[src/rtl/ctrl_fsm.sv]
// Multi-cycle core control FSM: fetch/decode/execute/memory/writeback
// sequencing with halt parking and a retired-instruction counter.
module ctrl_fsm #(
    parameter int CNT_W = 32
) (
    input  logic             clk,
    input  logic             rst,
    input  logic             halt,
    output logic             imem_req,
    input  logic             imem_ack,
    output logic             dmem_req,
    input  logic             dmem_ack,
    output logic             dmem_we,
    input  logic [2:0]       decode_next,
    input  logic             is_load,
    input  logic             is_store,
    input  logic             wr_rd,
    output logic [2:0]       state_reg,
    output logic             ir_en,
    output logic             pc_en,
    output logic             reg_wr_en,
    output logic             retire,
    output logic [CNT_W-1:0] instret
);

    typedef enum logic [2:0] {
        FETCH  = 3'd0,
        DECODE = 3'd1,
        EXE    = 3'd2,
        MEM    = 3'd3,
        WB     = 3'd4,
        HALT   = 3'd5
    } state_t;

    state_t state;
    state_t state_nxt;
    logic   pend;
    logic   pend_nxt;

    always_ff @(posedge clk or negedge rst) begin
        if (!rst) begin
            state   <= FETCH;
            pend    <= 1'b0;
            instret <= '0;
        end else begin
            state <= state_nxt;
            pend  <= pend_nxt;
            if (retire)
                instret <= instret + CNT_W'(1);
        end
    end

    // A request left unacknowledged stays owed, so halt cannot cancel it.
    always_comb begin
        state_nxt = state;
        pend_nxt  = 1'b0;
        unique case (state)
            FETCH: begin
                if (imem_req) begin
                    if (imem_ack)
                        state_nxt = DECODE;
                    else
                        pend_nxt = 1'b1;
                end else begin
                    state_nxt = HALT;
                end
            end
            DECODE: begin
                if (decode_next == 3'd0)
                    state_nxt = FETCH;
                else
                    state_nxt = EXE;
            end
            EXE: begin
                if (is_load | is_store)
                    state_nxt = MEM;
                else
                    state_nxt = WB;
            end
            MEM: begin
                if (dmem_ack)
                    state_nxt = WB;
            end
            WB: state_nxt = FETCH;
            HALT: begin
                if (!halt)
                    state_nxt = FETCH;
            end
            default: state_nxt = FETCH;
        endcase
    end

    // Strobes are gated by rst so they drop as soon as reset asserts.
    always_comb begin
        imem_req  = 1'b0;
        ir_en     = 1'b0;
        dmem_req  = 1'b0;
        dmem_we   = 1'b0;
        pc_en     = 1'b0;
        retire    = 1'b0;
        reg_wr_en = 1'b0;
        if (rst) begin
            unique case (state)
                FETCH: begin
                    imem_req = pend | ~halt;
                    ir_en    = imem_req & imem_ack;
                end
                DECODE: begin
                    if (decode_next == 3'd0) begin
                        pc_en  = 1'b1;
                        retire = 1'b1;
                    end
                end
                MEM: begin
                    dmem_req = 1'b1;
                    dmem_we  = is_store;
                end
                WB: begin
                    reg_wr_en = wr_rd & ~is_store;
                    pc_en     = 1'b1;
                    retire    = 1'b1;
                end
                default: ;
            endcase
        end
    end

    assign state_reg = state;

endmodule

[config.mk]
export PLATFORM = sky130hd
export DESIGN_NAME = ctrl_fsm
export DESIGN_NICKNAME = d
export VERILOG_FILES = /design/src/rtl/ctrl_fsm.sv
export SDC_FILE = /design/constraint.sdc
export NUM_CORES = 1
export LEC_CHECK = 0
export CORE_ASPECT_RATIO = 1.75
export CORE_UTILIZATION = 47
export DETAILED_ROUTE_END_ITERATION = 10
export PLACE_DENSITY_LB_ADDON = 0.1
export SLEW_MARGIN = 10
export SYNTH_ARGS = -nofsm -noshare
export SYNTH_HDL_FRONTEND = slang
export SYNTH_SLANG_ARGS = --single-unit
[constraint.sdc]
create_clock -name clk -period 2.7 [get_ports clk]
set_input_delay 0.81 -clock clk [delete_from_list [all_inputs] [get_ports clk]]
set_output_delay 0.81 -clock clk [all_outputs]
set_load 0.02 [all_outputs]
==> results of run 1 <==
## kinds of logic after synthesis
kind of cell             share of synthesized area [%]
multiplexers                                      1.34
adder cells (fa/ha/maj)                          0.668
buffers and inverters                             3.21
AO/OA/AOI/OAI                                     3.27
XOR/XNOR                                          14.5
flip-flops                                        48.1
AND/OR/NAND/NOR                                   28.9
## critical path, stage by stage
cell and delay [ns]:
clkdlybuf4s50_1 0.47, buf_4 0.11, and2_1 0.10, dlygate4sd2_1 0.32
## report_power, final
group,total [mW],switching [mW],leakage [nW],internal (mW)
registers,0.716,0.120,0.486,0.595
clock network,0.462,0.188,0.0552,0.274
logic,0.552,0.278,0.645,0.274
## layer usage
metal / global-route usage, % / vias up / wire (microns)
li1: - / 772 / -
met1: 24.3 / 790 / 1750
met2: 39.3 / 37 / 2400
met3: 4.26 / 8 / 141
met4: 10.9 / 0 / 84
met5: 0 / - / 0
## cells in the final DEF (no fill, tap or decap), types with 2 or more instances in the layout
| master | synthesis | routed |
|---|---|---|
| a21oi_1 | 3 | 3 |
| a31oi_1 | 2 | 2 |
| and2_1 | 3 | 2 |
| and3_1 | 2 | 2 |
| and3_2 | 2 | 2 |
| buf_2 | 0 | 2 |
| buf_4 | 1 | 15 |
| buf_6 | 1 | 3 |
| clkbuf_2 | 0 | 3 |
| clkbuf_8 | 0 | 5 |
| clkdlybuf4s50_1 | 0 | 40 |
| dfrtp_1 | 36 | 36 |
| dlygate4sd2_1 | 0 | 3 |
| inv_1 | 4 | 4 |
| nand2_1 | 17 | 16 |
| nand3_1 | 6 | 6 |
| nand4_1 | 9 | 9 |
| nor2_1 | 12 | 12 |
| nor3_1 | 8 | 7 |
| nor3b_1 | 2 | 2 |
| nor4_1 | 10 | 10 |
| nor4_4 | 2 | 2 |
| or3_1 | 2 | 2 |
| or4_1 | 2 | 2 |
| xnor2_1 | 11 | 11 |
| xor2_1 | 20 | 20 |
## cell usage after synthesis (2+ instances only)
cell and count:
nor2b_1 2, xnor2_1 11, nor2_1 12, or4_1 2
and2_1 3, nor4_4 2, inv_1 4, xor2_1 20
nor4_1 10, and3_2 2, nand4_1 9, a31oi_1 2
clkbuf_1 4, nand2_1 17, nor3_1 8, or3_1 2
nor3b_1 2, dfrtp_1 36, and3_1 2, nand3_1 6
a21oi_1 3
## stage by stage
step,hold WS (ns),setup slack (ns),std cells
6_report,0.470,0.0780,296
5_1_grt,0.504,0.0149,296
4_1_cts,0.474,0.000610,295
3_5_place_dp,0.461,-0.675,287
3_3_place_gp,0.458,-0.689,287
2_1_floorplan,0.514,0.0155,180
## worst paths after layout
check / end / slack, ns / cells after the start / from
min in group asynchronous: instret[2] / 0.64 / 3 / rst
hold / removal: instret[31] / 0.47 / 1 / instret[31]
setup / recovery: dmem_we / 0.08 / 4 / is_store
hold reg to reg: instret[31] / 0.47 / 1 / instret[31]
setup reg to reg: instret[31] / 0.51 / 5 / instret[2]
max in group asynchronous: instret[22] / 1.87 / 3 / rst
## timing repair
| item | in CTS | in global routing |
|---|---|---|
| pin swaps | 2 | 2 |
| gates resized for setup | 28 | 13 |
| buffers inserted | 0 | 1 |
| setup endpoints to repair | 7 | 5 |
## final cells by class
class	instances	area, sq um	area share (%)
clock buffers	6	72.6	2.76
clock inverters	2	35.0	1.33
inverters	4	15.0	0.571
multi-input cells	133	937	35.6
flip-flops and latches	36	901	34.2
well taps	48	60.1	2.28
repair buffers	67	611	23.2
==> run summary, run 1 <==
Async SR Flop Fraction -> 100%
# clock sinks -> 36
largest net degree at the start of global routing -> 15
Max Freq -> 0.381 GHz
DR WL/cell -> 14.8 microns
Cell Area, Placed -> 2510 sq um
ys flop type -> dfrtp_1
RSZ-0062 raised after global routing -> false
Layout Nets -> 259
IO Count -> 53
CP startpoint kind -> input pin
Die ar. -> 4250 sq um
CP Capture Type -> output port
drc violations -> 0
total track usage -> 22.0%
Post-Syn Area -> 1870 sq um
die width -> 49.7 microns
CP Max Fanout -> 2
HPWL after detailed placement -> 3360 microns
gpl congestion -> 0.846
Overall Power -> 1.73 mW
Fillers -> 316
fin area -> 2630 sq um
outcome -> finished clean
Starting Density -> 48.9%
period utilization -> 97.1%
Fin. Hold Viols -> 0
initial drt markers -> 28
Port Buf Inserts -> 52
Slew @ Worst Pin -> 0.464 ns
Final ANT Viol Nets -> 0
maximum vdd drop -> 0.628 mV
CP arrival -> 1.81 ns
clk_skew -> 0.00497 ns
core area -> 3830 sq um
die height -> 85.5 microns
first-pass GRT wire length -> 7040 microns
final setup violating endpoints -> 0
Leak -> 1.19 nW
total of max-cap violations -> 0
Core Util, Final -> 68.7%
post-synth top area cell -> dfrtp_1
initial antenna violation count -> 0
drt via density -> 5.43
Post-synth EDFFs -> 0
max reg flops -> 32
Max Buffers Root-to-Sink -> 2
diode count -> 0
std cell rows -> 30
GRT overflow -> 0
sequential area share after synthesis -> 48.1%
H-tree depth -> 2
syn_nets -> 192
worst skew pair latency -> 0.29 ns
clock root buffer -> clkbuf_8
Synth area leaders -> dfrtp_1, xor2_1, xnor2_1, nand2_1, nor4_1
Setup TNS Final -> 0 ns
fin crit period -> 2.62 ns
post-synth top area share -> 48.1%
drt total wl -> 4370 microns
Slew HR -> 69.0%
fin. max-slew vios -> 0
layout cells sized above 1 -> 18.5%
pwr dens -> 657 nW/um^2
required time worst endpoint -> 1.89 ns
Crit Path Category -> input pin to output port
Clock Pin Slew Worst Setup and Hold Paths -> 0.07 ns
Area Overhead vs Synth -> 40.5%
CTS buffer count -> 5
Netlist cell types -> 42
Mapped Avg Cell Area -> 10.4 sq um
DR pass1 iterations -> 4
Tightest Hold Check Type -> flop to flop
Hold-fix buffers, CTS -> 0
Yosys Warn Count -> 0
Synth Register Bits -> 36
vias -> 1607
Mapped Cells -> 180
CTS tree -> done
vias in the first global route -> 1572
(Power assumes the default switching activity.)
==> inputs of run 2 (changes only) <==
ABC_CLOCK_PERIOD_IN_PS = 2700   (was not set)
SLEW_MARGIN = 30   (was 10)
==> results of run 2 <==
Final layout, timing and power as in run 1 (identical DEF).
